<file path="src/rtl/ddr3_wr_pkg.sv">
// Shared constants for the DDR3 write-burst scheduler: FSM encoding,
// AXI response codes and the bytes-per-beat helper.
package ddr3_wr_pkg;

   localparam logic [1:0] IDLE = 2'd0;
   localparam logic [1:0] AW   = 2'd1;
   localparam logic [1:0] W    = 2'd2;
   localparam logic [1:0] B    = 2'd3;

   localparam logic [1:0] OKAY   = 2'b00;
   localparam logic [1:0] SLVERR = 2'b10;

   function automatic int beat_bytes(input int data_width);
      return data_width / 8;
   endfunction

endpackage

</file>
<file path="src/rtl/ddr3_wr_skid2.sv">
// Two-entry registered skid buffer between the FIFO read port and the AXI
// write data channel; head is the oldest entry.
module ddr3_wr_skid2
   import ddr3_wr_pkg::*;
#(
   parameter int DATA_WIDTH = 256
) (
   input  logic                  clk,
   input  logic                  rstn,
   input  logic                  push,
   input  logic [DATA_WIDTH-1:0] push_data,
   input  logic                  pop,
   output logic [DATA_WIDTH-1:0] head,
   output logic [1:0]            count
);

   logic [DATA_WIDTH-1:0] slot0;
   logic [DATA_WIDTH-1:0] slot1;

   always_ff @(posedge clk) begin
      if (!rstn) count <= 2'd0;
      else       count <= count + {1'b0, push} - {1'b0, pop};
   end

   // Simultaneous push/pop with one entry lands the new word straight in the head.
   always_ff @(posedge clk) begin
      if (pop) begin
         slot0 <= (push && count == 2'd1) ? push_data : slot1;
         if (push) slot1 <= push_data;
      end else if (push) begin
         if (count == 2'd0) slot0 <= push_data;
         else               slot1 <= push_data;
      end
   end

   assign head = slot0;

endmodule

</file>
<file path="src/rtl/ddr3_wr_burst_sched.sv">
// Drains the DDR3 write FIFO into AXI4 write bursts over a ring-buffer
// region; one burst outstanding at a time (AW, then W, then B).
module ddr3_wr_burst_sched
   import ddr3_wr_pkg::*;
#(
   parameter int              DATA_WIDTH   = 256,
   parameter int              LEVEL_WIDTH  = 11,
   parameter int              ADDR_WIDTH   = 28,
   parameter int              BURST_LEN    = 16,
   parameter longint unsigned BASE_ADDR    = 64'd0,
   parameter longint unsigned REGION_BYTES = 64'd16777216
) (
   input  logic                   clk,
   input  logic                   rstn,
   input  logic                   enable,
   input  logic                   flush,
   input  logic [LEVEL_WIDTH-1:0] fifo_rd_level,
   input  logic                   fifo_rd_empty,
   input  logic [DATA_WIDTH-1:0]  fifo_rd_data,
   output logic                   fifo_rd_en,
   output logic [ADDR_WIDTH-1:0]  awaddr,
   output logic [7:0]             awlen,
   output logic                   awvalid,
   input  logic                   awready,
   output logic [DATA_WIDTH-1:0]  wdata,
   output logic                   wlast,
   output logic                   wvalid,
   input  logic                   wready,
   input  logic [1:0]             bresp,
   input  logic                   bvalid,
   output logic                   bready,
   output logic                   busy,
   output logic                   resp_err,
   output logic [31:0]            burst_cnt
);

   localparam int                     BYTES      = beat_bytes(DATA_WIDTH);
   localparam logic [LEVEL_WIDTH-1:0] FULL_LEVEL = LEVEL_WIDTH'(BURST_LEN);
   localparam logic [ADDR_WIDTH:0]    REGION_END = (ADDR_WIDTH+1)'(BASE_ADDR + REGION_BYTES);
   localparam logic [ADDR_WIDTH-1:0]  BASE       = ADDR_WIDTH'(BASE_ADDR);

   logic [1:0]            state;
   logic [8:0]            beats;
   logic [8:0]            popped;
   logic [8:0]            sent;
   logic                  rd_pend;
   logic [1:0]            sk_count;
   logic [DATA_WIDTH-1:0] sk_head;
   logic                  sk_pop;
   logic [2:0]            occ;
   logic                  start_full;
   logic                  start_flush;
   logic                  launch;
   logic [ADDR_WIDTH:0]   addr_sum;

   assign start_full  = fifo_rd_level >= FULL_LEVEL;
   assign start_flush = flush && (fifo_rd_level != '0) && !fifo_rd_empty;
   assign launch      = (state == IDLE) && enable && (start_full || start_flush);

   assign wvalid = sk_count != 2'd0;
   assign wdata  = sk_head;
   assign sk_pop = wvalid && wready;
   assign wlast  = wvalid && (sent == beats - 9'd1);

   // Slots committed after this cycle: held + in flight - leaving now; the
   // pop credit is what lets back-to-back beats stream at one per cycle.
   assign occ        = {1'b0, sk_count} + {2'b0, rd_pend} - {2'b0, sk_pop};
   assign fifo_rd_en = (state == W) && (popped < beats) && (occ < 3'd2) && !fifo_rd_empty;

   assign awvalid = state == AW;
   assign awlen   = 8'(beats - 9'd1);
   assign bready  = state == B;
   assign busy    = state != IDLE;

   assign addr_sum = {1'b0, awaddr} + (ADDR_WIDTH+1)'(beats) * (ADDR_WIDTH+1)'(BYTES);

   always_ff @(posedge clk) begin
      if (!rstn) begin
         state     <= IDLE;
         beats     <= 9'd1;
         popped    <= 9'd0;
         sent      <= 9'd0;
         rd_pend   <= 1'b0;
         awaddr    <= BASE;
         resp_err  <= 1'b0;
         burst_cnt <= 32'd0;
      end else begin
         rd_pend <= fifo_rd_en;
         case (state)
            IDLE: if (launch) begin
               beats <= start_full ? 9'(BURST_LEN) : 9'(fifo_rd_level);
               state <= AW;
            end
            AW: if (awready) begin
               popped <= 9'd0;
               sent   <= 9'd0;
               state  <= W;
            end
            W: begin
               if (fifo_rd_en) popped <= popped + 9'd1;
               if (sk_pop) begin
                  sent <= sent + 9'd1;
                  if (wlast) state <= B;
               end
            end
            B: if (bvalid) begin
               resp_err  <= resp_err | (bresp != OKAY);
               burst_cnt <= burst_cnt + 32'd1;
               awaddr    <= (addr_sum >= REGION_END) ? BASE : addr_sum[ADDR_WIDTH-1:0];
               state     <= IDLE;
            end
            default: state <= IDLE;
         endcase
      end
   end

   ddr3_wr_skid2 #(.DATA_WIDTH(DATA_WIDTH)) u_skid (
      .clk       (clk),
      .rstn      (rstn),
      .push      (rd_pend),
      .push_data (fifo_rd_data),
      .pop       (sk_pop),
      .head      (sk_head),
      .count     (sk_count)
   );

endmodule

</file>
<file path="config.mk">
export PLATFORM = sky130hd
export DESIGN_NAME = ddr3_wr_burst_sched
export DESIGN_NICKNAME = d
export VERILOG_FILES = /design/src/rtl/ddr3_wr_pkg.sv /design/src/rtl/ddr3_wr_skid2.sv /design/src/rtl/ddr3_wr_burst_sched.sv
export SDC_FILE = /design/constraint.sdc
export NUM_CORES = 1
export LEC_CHECK = 0
export CAP_MARGIN = 20
export CORE_MARGIN = 2
export CORE_UTILIZATION = 40
export DETAILED_ROUTE_END_ITERATION = 10
export PLACE_DENSITY = 0.68
export REMOVE_ABC_BUFFERS = 1
export SLEW_MARGIN = 20
export SYNTH_ARGS = -nofsm -noshare
export SYNTH_HDL_FRONTEND = slang
export SYNTH_HIERARCHICAL = 1
export SYNTH_SLANG_ARGS = --single-unit
</file>
<file path="constraint.sdc">
create_clock -name clk -period 10.5 [get_ports clk]
set_input_delay 3.15 -clock clk [delete_from_list [all_inputs] [get_ports clk]]
set_output_delay 3.15 -clock clk [all_outputs]
set_load 0.01 [all_outputs]
</file>
==> results of run 1 <==
layer usage:
metal	GRT usage, %	vias up
met1	26.9	10500
met4	7.61	28
met5	0	-
met3	7.92	166
met2	36.5	733
li1	-	9635
cell type report:
type / count / share of cell area, %
inverter: 28 / 0.298
timing repair buffer: 625 / 16.6
multi-input combinational: 1469 / 28.7
clock inverter: 40 / 0.985
clock buffer: 88 / 4.89
antenna: 16 / 0.106
tap: 950 / 3.14
sequential: 600 / 45.3
registers in the layout, summed over array words and instances (netlist names):
signal / cells
beats: 9
resp_err: 1
state: 2
u_skid/slot1: 256
u_skid/head: 256
sent: 9
rd_pend: 1
popped: 9
awaddr: 23
burst_cnt: 32
u_skid/count: 2
worst max-delay path, cell delays in order:
cell and delay [ns]:
clkdlybuf4s50_1 0.48, nand2_1 0.16, inv_8 0.08, ha_1 0.21, nand2b_1 0.15, fa_1 0.48
nand2_1 0.06, a2111oi_0 0.39, nand2_1 0.14, a31oi_1 0.28, clkdlybuf4s50_1 0.61
synth_stat cells (all sizes together), types with 6 or more instances:
| cell | instances |
|---|---|
| a21oi | 32 |
| or3 | 12 |
| edfxtp | 512 |
| nand3 | 32 |
| nor2 | 63 |
| clkbuf | 141 |
| ha | 29 |
| nand4b | 257 |
| nand4 | 17 |
| o211ai | 262 |
| buf | 53 |
| nor4 | 6 |
| and3 | 21 |
| nand2b | 262 |
| a21boi | 6 |
| o21ai | 15 |
| or4 | 7 |
| xnor2 | 28 |
| nor3 | 9 |
| nand2 | 311 |
| a21o | 6 |
| inv | 27 |
| dfxtp | 88 |
| xor2 | 36 |
| and2 | 8 |
worst min path at each step:
stage	endpoint	slack, ns	cells after the start
2_1_floorplan	popped[8]	0.46	2
3_3_place_gp	resp_err	0.43	2
3_5_place_dp	resp_err	0.45	2
4_1_cts	resp_err	0.46	2
5_1_grt	resp_err	0.50	2
6_report	resp_err	0.45	2
stage by stage:
| stage | instance area [um2] | hold WS [ns] | power (mW) | setup slack (ns) | std cells |
|---|---|---|---|---|---|
| floorplan | 28100 | 0.456 | 4.79 | -7.36 | 2097 |
| global placement | 35600 | 0.433 | 5.63 | 0.964 | 3671 |
| detailed placement | 35600 | 0.446 | 5.69 | 1.17 | 3671 |
| CTS | 37800 | 0.457 | 8.09 | 1.14 | 3799 |
| global route | 37800 | 0.496 | 8.37 | 0.964 | 3812 |
| finish | 37800 | 0.451 | 8.01 | 1.15 | 3816 |
cell usage in the layout, fill, tap and decap left out, types with 22 or more instances in the layout:
cell / synthesis / final
a21oi_1: 32 / 32
clkbuf_16: 0 / 71
clkdlybuf4s50_1: 0 / 602
dfxtp_1: 88 / 85
edfxtp_1: 512 / 512
ha_1: 29 / 29
inv_1: 27 / 26
nand2_1: 311 / 311
nand2b_1: 262 / 262
nand3_1: 32 / 32
nand4b_1: 257 / 257
nor2_1: 62 / 62
o211ai_1: 22 / 22
o211ai_2: 240 / 240
xnor2_1: 28 / 28
xor2_1: 36 / 36
cells by family (layout without fill, tap and decap cells):
group | after synthesis | count (layout) | synth area share [%]
flip-flops | 600 | 600 | 58.9
other | 1 | 21 | 0.0129
AND/OR/NAND/NOR | 1023 | 1023 | 21.0
buffers and inverters | 222 | 781 | 3.79
multiplexers | 3 | 3 | 0.103
XOR/XNOR | 67 | 67 | 2.16
adder cells (fa/ha/maj) | 31 | 31 | 1.39
AO/OA/AOI/OAI | 340 | 340 | 12.6
power by group through the flow:
stage / logic, mW / registers, mW / clock network, mW
detailed placement: 2.44 / 3.25 / 0
floorplan: 1.25 / 3.55 / 0
CTS: 2.45 / 3.20 / 2.45
finish: 2.43 / 3.19 / 2.38
global route: 2.62 / 3.22 / 2.53
global placement: 2.40 / 3.24 / 0
==> impl_results.md, run 1 <==
* Crit path max fanout at 3
* Crit. Startpoint: wready
* Worst setup EP type: output port
* First-pass GRT wire length at 129,000 um
* Initial antenna violation count at 30
* Pint at 5.52 mW
* Synth unique cells at 62
* Final Critical Period at 9.35 ns
* Worst reg2reg path depth at 8
* Yosys reg bits at 600
* Setup slack on the worst flop-to-flop path at 6.36 ns
* Vias in the first global route at 21,000
* Sequential cell area fraction in the yosys report at 58.9%
* Switching share of power at 31.1%
* Largest net degree at the start of global routing at 239
* Hold_sp: resp_err
* Area leader, netlist: edfxtp_1
* Clock slew at reported path FFs at 0.06 ns
* Share of cells above drive strength 1 at 13.0%
* Total negative slack at 0 ns
* Vias at 21,100
* Sw Pwr at 2.49 mW
* CP endpoint: fifo_rd_en
* Status: completed
* Max Transition Viols Final at 0
* Max-cap violations at 0
* CTS root buf: clkbuf_16
* Comb pwr share at 30.4%
* Largest cells by area after synthesis: edfxtp_1, o211ai_2, nand4b_1
* Mapped cell area at 29,100 um2
* Critical R2R Capture: u_skid/head[82]
* DP HPWL at 54,600 um
* Post-cts sizing count at 0
* Worst Max-Slew Pin Slew at 1.12 ns
* Peak supply drop at 0.190 mV
* Routed met3 length at 8300 um
* Syn. warnings at 6
* Port buffer count at 602
* Sequential cell area at 17,100 um2
* Setup Viol. Count Final at 0
* Routability cong. at 0.869
* Clock sinks at 600
* Critical Path RT at 7.35 ns
* Drt first pass iters at 5
* Layout Nets at 3,102
* Synth-to-Final Area Change at 30.2%
* Leak at 12.6 nW
* Iter 0 DRT Violations at 1,609
* Cell count after synthesis at 2,287
* Post-route ant nets at 0
* Crit Path Category: input pin to output port
* Clock Skew at 0.0263 ns
* Final Util at 52.8%
* DRT met1 WL at 33,300 um
* Fill cell total of the finished layout at 6,003
* Critical path data arrival time at 6.20 ns
* Seq pwr share at 39.9%
* Unrepaired setup endpoints after global routing: no
* H-tree levels at 3
* Final WL at 86,300 um
* Cts bufs inserted at 70
* R2R Path Start: u_skid/count[0]
* Worst-Skew Late Latency at 0.61 ns
* Slew Limit Headroom at 25.1%
* Die X at 274 um
* TritonCTS clock tree: done
* Wire per inst at 22.6 um
* PwrDens at 212 nW/um2
* Area occupied by multi-input gates at 10,900 um2
* Vias/cell at 5.53
* Syn avg cell area at 12.7 um2
* Setup Fix Bufs, Post-CTS at 0
* Row count at 98
* # IOs at 608
* Gr usage total at 22.2%
* Post-synth EDFFs at 512
* Fmax at 107 MHz
* Clk network pwr share at 29.7%
* Remaining DRCs at 0
* Post-synth top area share at 52.9%
* Routed wl met2 at 42,000 um
* Final-report hold violation count at 0
* Top sig layer: met5
* Die height at 274 um
* Die area at 74,900 um2
* Max Root-Sink Buffers at 3
* Prevailing post-synth register cell: edfxtp_1
* Core Region at 71,700 um2
* Hold crit path type: register to register
* Final Cycle Share at 89.1%
* Setup crit start kind: input pin
* Overflow after GRT at 0
* Effective utilization at floorplan at 40.5%
* CTS Hold Bufs at 0
* Async SR Flop Fraction at 0%
No activity file was read; power rests on OpenSTA's default activity.
==> run 2, diff against run 1 <==
--- a/config.mk
+++ b/config.mk
@@ -9,7 +9,7 @@
 export CORE_MARGIN = 2
 export CORE_UTILIZATION = 40
 export DETAILED_ROUTE_END_ITERATION = 10
-export PLACE_DENSITY = 0.68
+export DONT_BUFFER_PORTS = 1
 export REMOVE_ABC_BUFFERS = 1
 export SLEW_MARGIN = 20
 export SYNTH_ARGS = -nofsm -noshare
==> run 2 against run 1 <==
  * Count of clock-buffer cells in the layout rose by 3
  * Cell count fell by 16%
  * Clock skew rose by 0.0076 ns
  * Sequential power rose by 7.8%
  * Combinational power fell by 34%
  * Critical path depth fell by 2
  * Register-to-register slack improved by 0.15 ns
  * Clock power barely moved
  * Global-route usage fell by 1.7 points
  * Setup slack improved by 0.90 ns
  * Via count fell by 12%
  * Critical path type unchanged
  * Critical endpoint unchanged
  * Highest routed layer is now met4
==> impl_results.md, run 2 (same netlist as run 1, synthesis figures left out) <==
* TritonCTS clock tree: done
* Remaining DRCs at 0 (unchanged)
* Crit Path Category: input pin to output port
* Worst setup EP type: output port
* Crit-path leading delay family: adder cells
* Worst-Skew Late Latency at 0.62 ns (about the same)
* Setup Viol. Count Final at 0 (unchanged)
* Total negative slack at 0 ns (unchanged)
* Max Root-Sink Buffers at 3 (unchanged)
* Total power at 7.45 mW (-7.0%)
* CP Cell Sequence: nand2_1 -> inv_8 -> ha_1 -> nand2b_1 -> fa_1 -> nand2_1 -> a2111oi_0 -> nand2_1 -> a31oi_1
* Worst reg2reg path depth at 12 (+4)
* Critical Path RT at 7.35 ns (about the same)
* Final Cycle Share at 80.5% (-8.6 points)
* Critical R2R Capture: popped[8]
* R2R Path Start: u_skid/count[0]
* Slowest CP cell: fa_1
* Commonest cells after routing, fill and taps aside: edfxtp_1, nand2_1, nand2b_1, nand4b_1, o211ai_2
* Leak at 10.3 nW (-18%)
* Row count at 98 (unchanged)
* Layout Nets at 2,498 (-19%)
* Most common cell after layout, fill and taps aside: edfxtp_1
* Fmax at 118 MHz (+11%)
* Setup Fix Bufs, Post-CTS at 0 (unchanged)
* Clock Skew at 0.0339 ns (+0.00759 ns)
* Routability cong. at 0.866 (-0.36%)
* Die height at 274 um (unchanged)
* Hold crit path type: register to register
* Max-cap violations at 0 (unchanged)
* Final WL at 80,500 um (-6.7%)
* Final Critical Period at 8.45 ns (-0.900 ns)
* Max Transition Viols Final at 0 (unchanged)
* Synth-to-Final Area Change at 9.39%
* DRT met1 WL at 30,600 um (-8.1%)
* Overflow after GRT at 0 (unchanged)
* Final-report hold violation count at 0 (unchanged)
* H-tree levels at 3 (unchanged)
* Routed met3 length at 8230 um (-0.89%)
* Status: completed
* Fill cell total of the finished layout at 6,459 (+7.6%)
* Cells after DPL at 3,067 (-16%)
* Die X at 274 um (unchanged)
* Sequential cell area at 17,100 um2 (unchanged)
* Post-route ant nets at 0 (unchanged)
* Unrepaired setup endpoints after global routing: no
* Clock sinks at 600 (unchanged)
* Initial antenna violation count at 0 (-100%)
* Routed wl met2 at 38,900 um (-7.5%)
* Slew Limit Headroom at 22.0% (-3.1 points)
* Port buffer count at 0 (-100%)
* Vias in the first global route at 17,900 (-15%)
* Hold_sp: popped[8]
* Largest stage delay on the critical path at 0.52 ns (-0.09 ns)
* CTS Hold Bufs at 0 (unchanged)
* Critical path data arrival time at 5.30 ns (-0.90 ns)
* Setup crit start kind: input pin
* Hold Path Sink: popped[8]
* Die area at 74,900 um2 (unchanged)
* Area occupied by multi-input gates at 10,900 um2 (unchanged)
* Top sig layer: met4
* Effective utilization at floorplan at 40.5% (unchanged)
* Peak supply drop at 0.190 mV (about the same)
* Core Region at 71,700 um2 (unchanged)
* Crit path buf inv count at 1 (-2)
* Share of cells above drive strength 1 at 16.5% (+3.5 points)
* Crit path max fanout at 18 (+15)
* Most used cell, CP: nand2_1
* Non-Filler Instances at 3,194 (-16%)
* Drt first pass iters at 5 (unchanged)
* Wire per inst at 25.2 um (+11%)
* Final Util at 44.3% (-8.4 points)
* Post-cts sizing count at 0 (unchanged)
* Largest net degree at the start of global routing at 279 (+17%)
* Vias at 18,600 (-12%)
* Iter 0 DRT Violations at 1,420 (-12%)
* Clock slew at reported path FFs at 0.05 ns (about the same)
* Setup slack on the worst flop-to-flop path at 6.51 ns (+0.15 ns)
* First-pass GRT wire length at 118,000 um (-8.9%)
* PwrDens at 234 nW/um2 (+11%)
* CTS root buf: clkbuf_16
* WHS Path Cells at 2 (unchanged)
* # diodes at 0 (-16)
* Cts bufs inserted at 70 (unchanged)
* DP HPWL at 50,200 um (-8.0%)
* Worst Max-Slew Pin Slew at 1.17 ns (+0.0460 ns)
* Gr usage total at 20.5% (-1.7 points)
* Vias/cell at 5.83 (+5.5%)
* # IOs at 608 (unchanged)
==> run 2: changes by cell type in the layout (fill, tap and decap cells not counted), sizes merged, moves of 2 or more <==
cell and delta:
buf -2, clkbuf +3, clkdlybuf4s50 -602, diode -16
inv -4
==> run 2: layer usage <==
metal / track usage [%] / up-vias
li1: - / 8384
met1: 24.3 / 9397
met5: 0 / -
met4: 7.65 / 0
met3: 7.80 / 148
met2: 33.7 / 698
==> run 2: worst max path at each step <==
stage	startpoint	end	slack, ns	cells after the start
CTS	wready	fifo_rd_en	1.99	9
global placement	wready	fifo_rd_en	1.82	9
floorplan	u_skid/count[0]	u_skid/slot1[0]	-7.36	4
finish	wready	fifo_rd_en	2.05	9
global route	wready	fifo_rd_en	1.87	9
detailed placement	wready	fifo_rd_en	2.00	9
==> run 2: stage by stage <==
stage	hold WS [ns]	cell area, um2	worst slack [ns]
floorplan	0.456	28100	-7.36
global placement	0.481	29500	1.82
detailed placement	0.487	29500	2.00
CTS	0.497	31800	1.99
global route	0.531	31800	1.87
finish	0.503	31800	2.05
==> run 2: power breakdown <==
| part | switching (mW) | internal, mW |
|---|---|---|
| Sequential | 0.357 | 3.08 |
| Clock | 1.02 | 1.38 |
| Combinational | 1.02 | 0.589 |
==> run 2: final cells by class <==
cell class / instances / share of cell area, %
Tap cell: 950 / 3.74
Timing Repair Buffer: 21 / 0.728
Multi-Input combinational cell: 1469 / 34.2
Clock inverter: 35 / 1.22
Inverter: 28 / 0.358
Clock buffer: 91 / 5.89
Sequential cell: 600 / 53.9
==> run 2: worst register-to-register path, delay by kind of cell (launching register included) <==
| family | cells | cell delay (ns) |
|---|---|---|
| buf+inv | 1 | 0.17 |
| compound gates | 3 | 0.95 |
| simple gates | 6 | 1.37 |
| fa+ha+maj | 2 | 0.76 |
| flops | 1 | 0.68 |
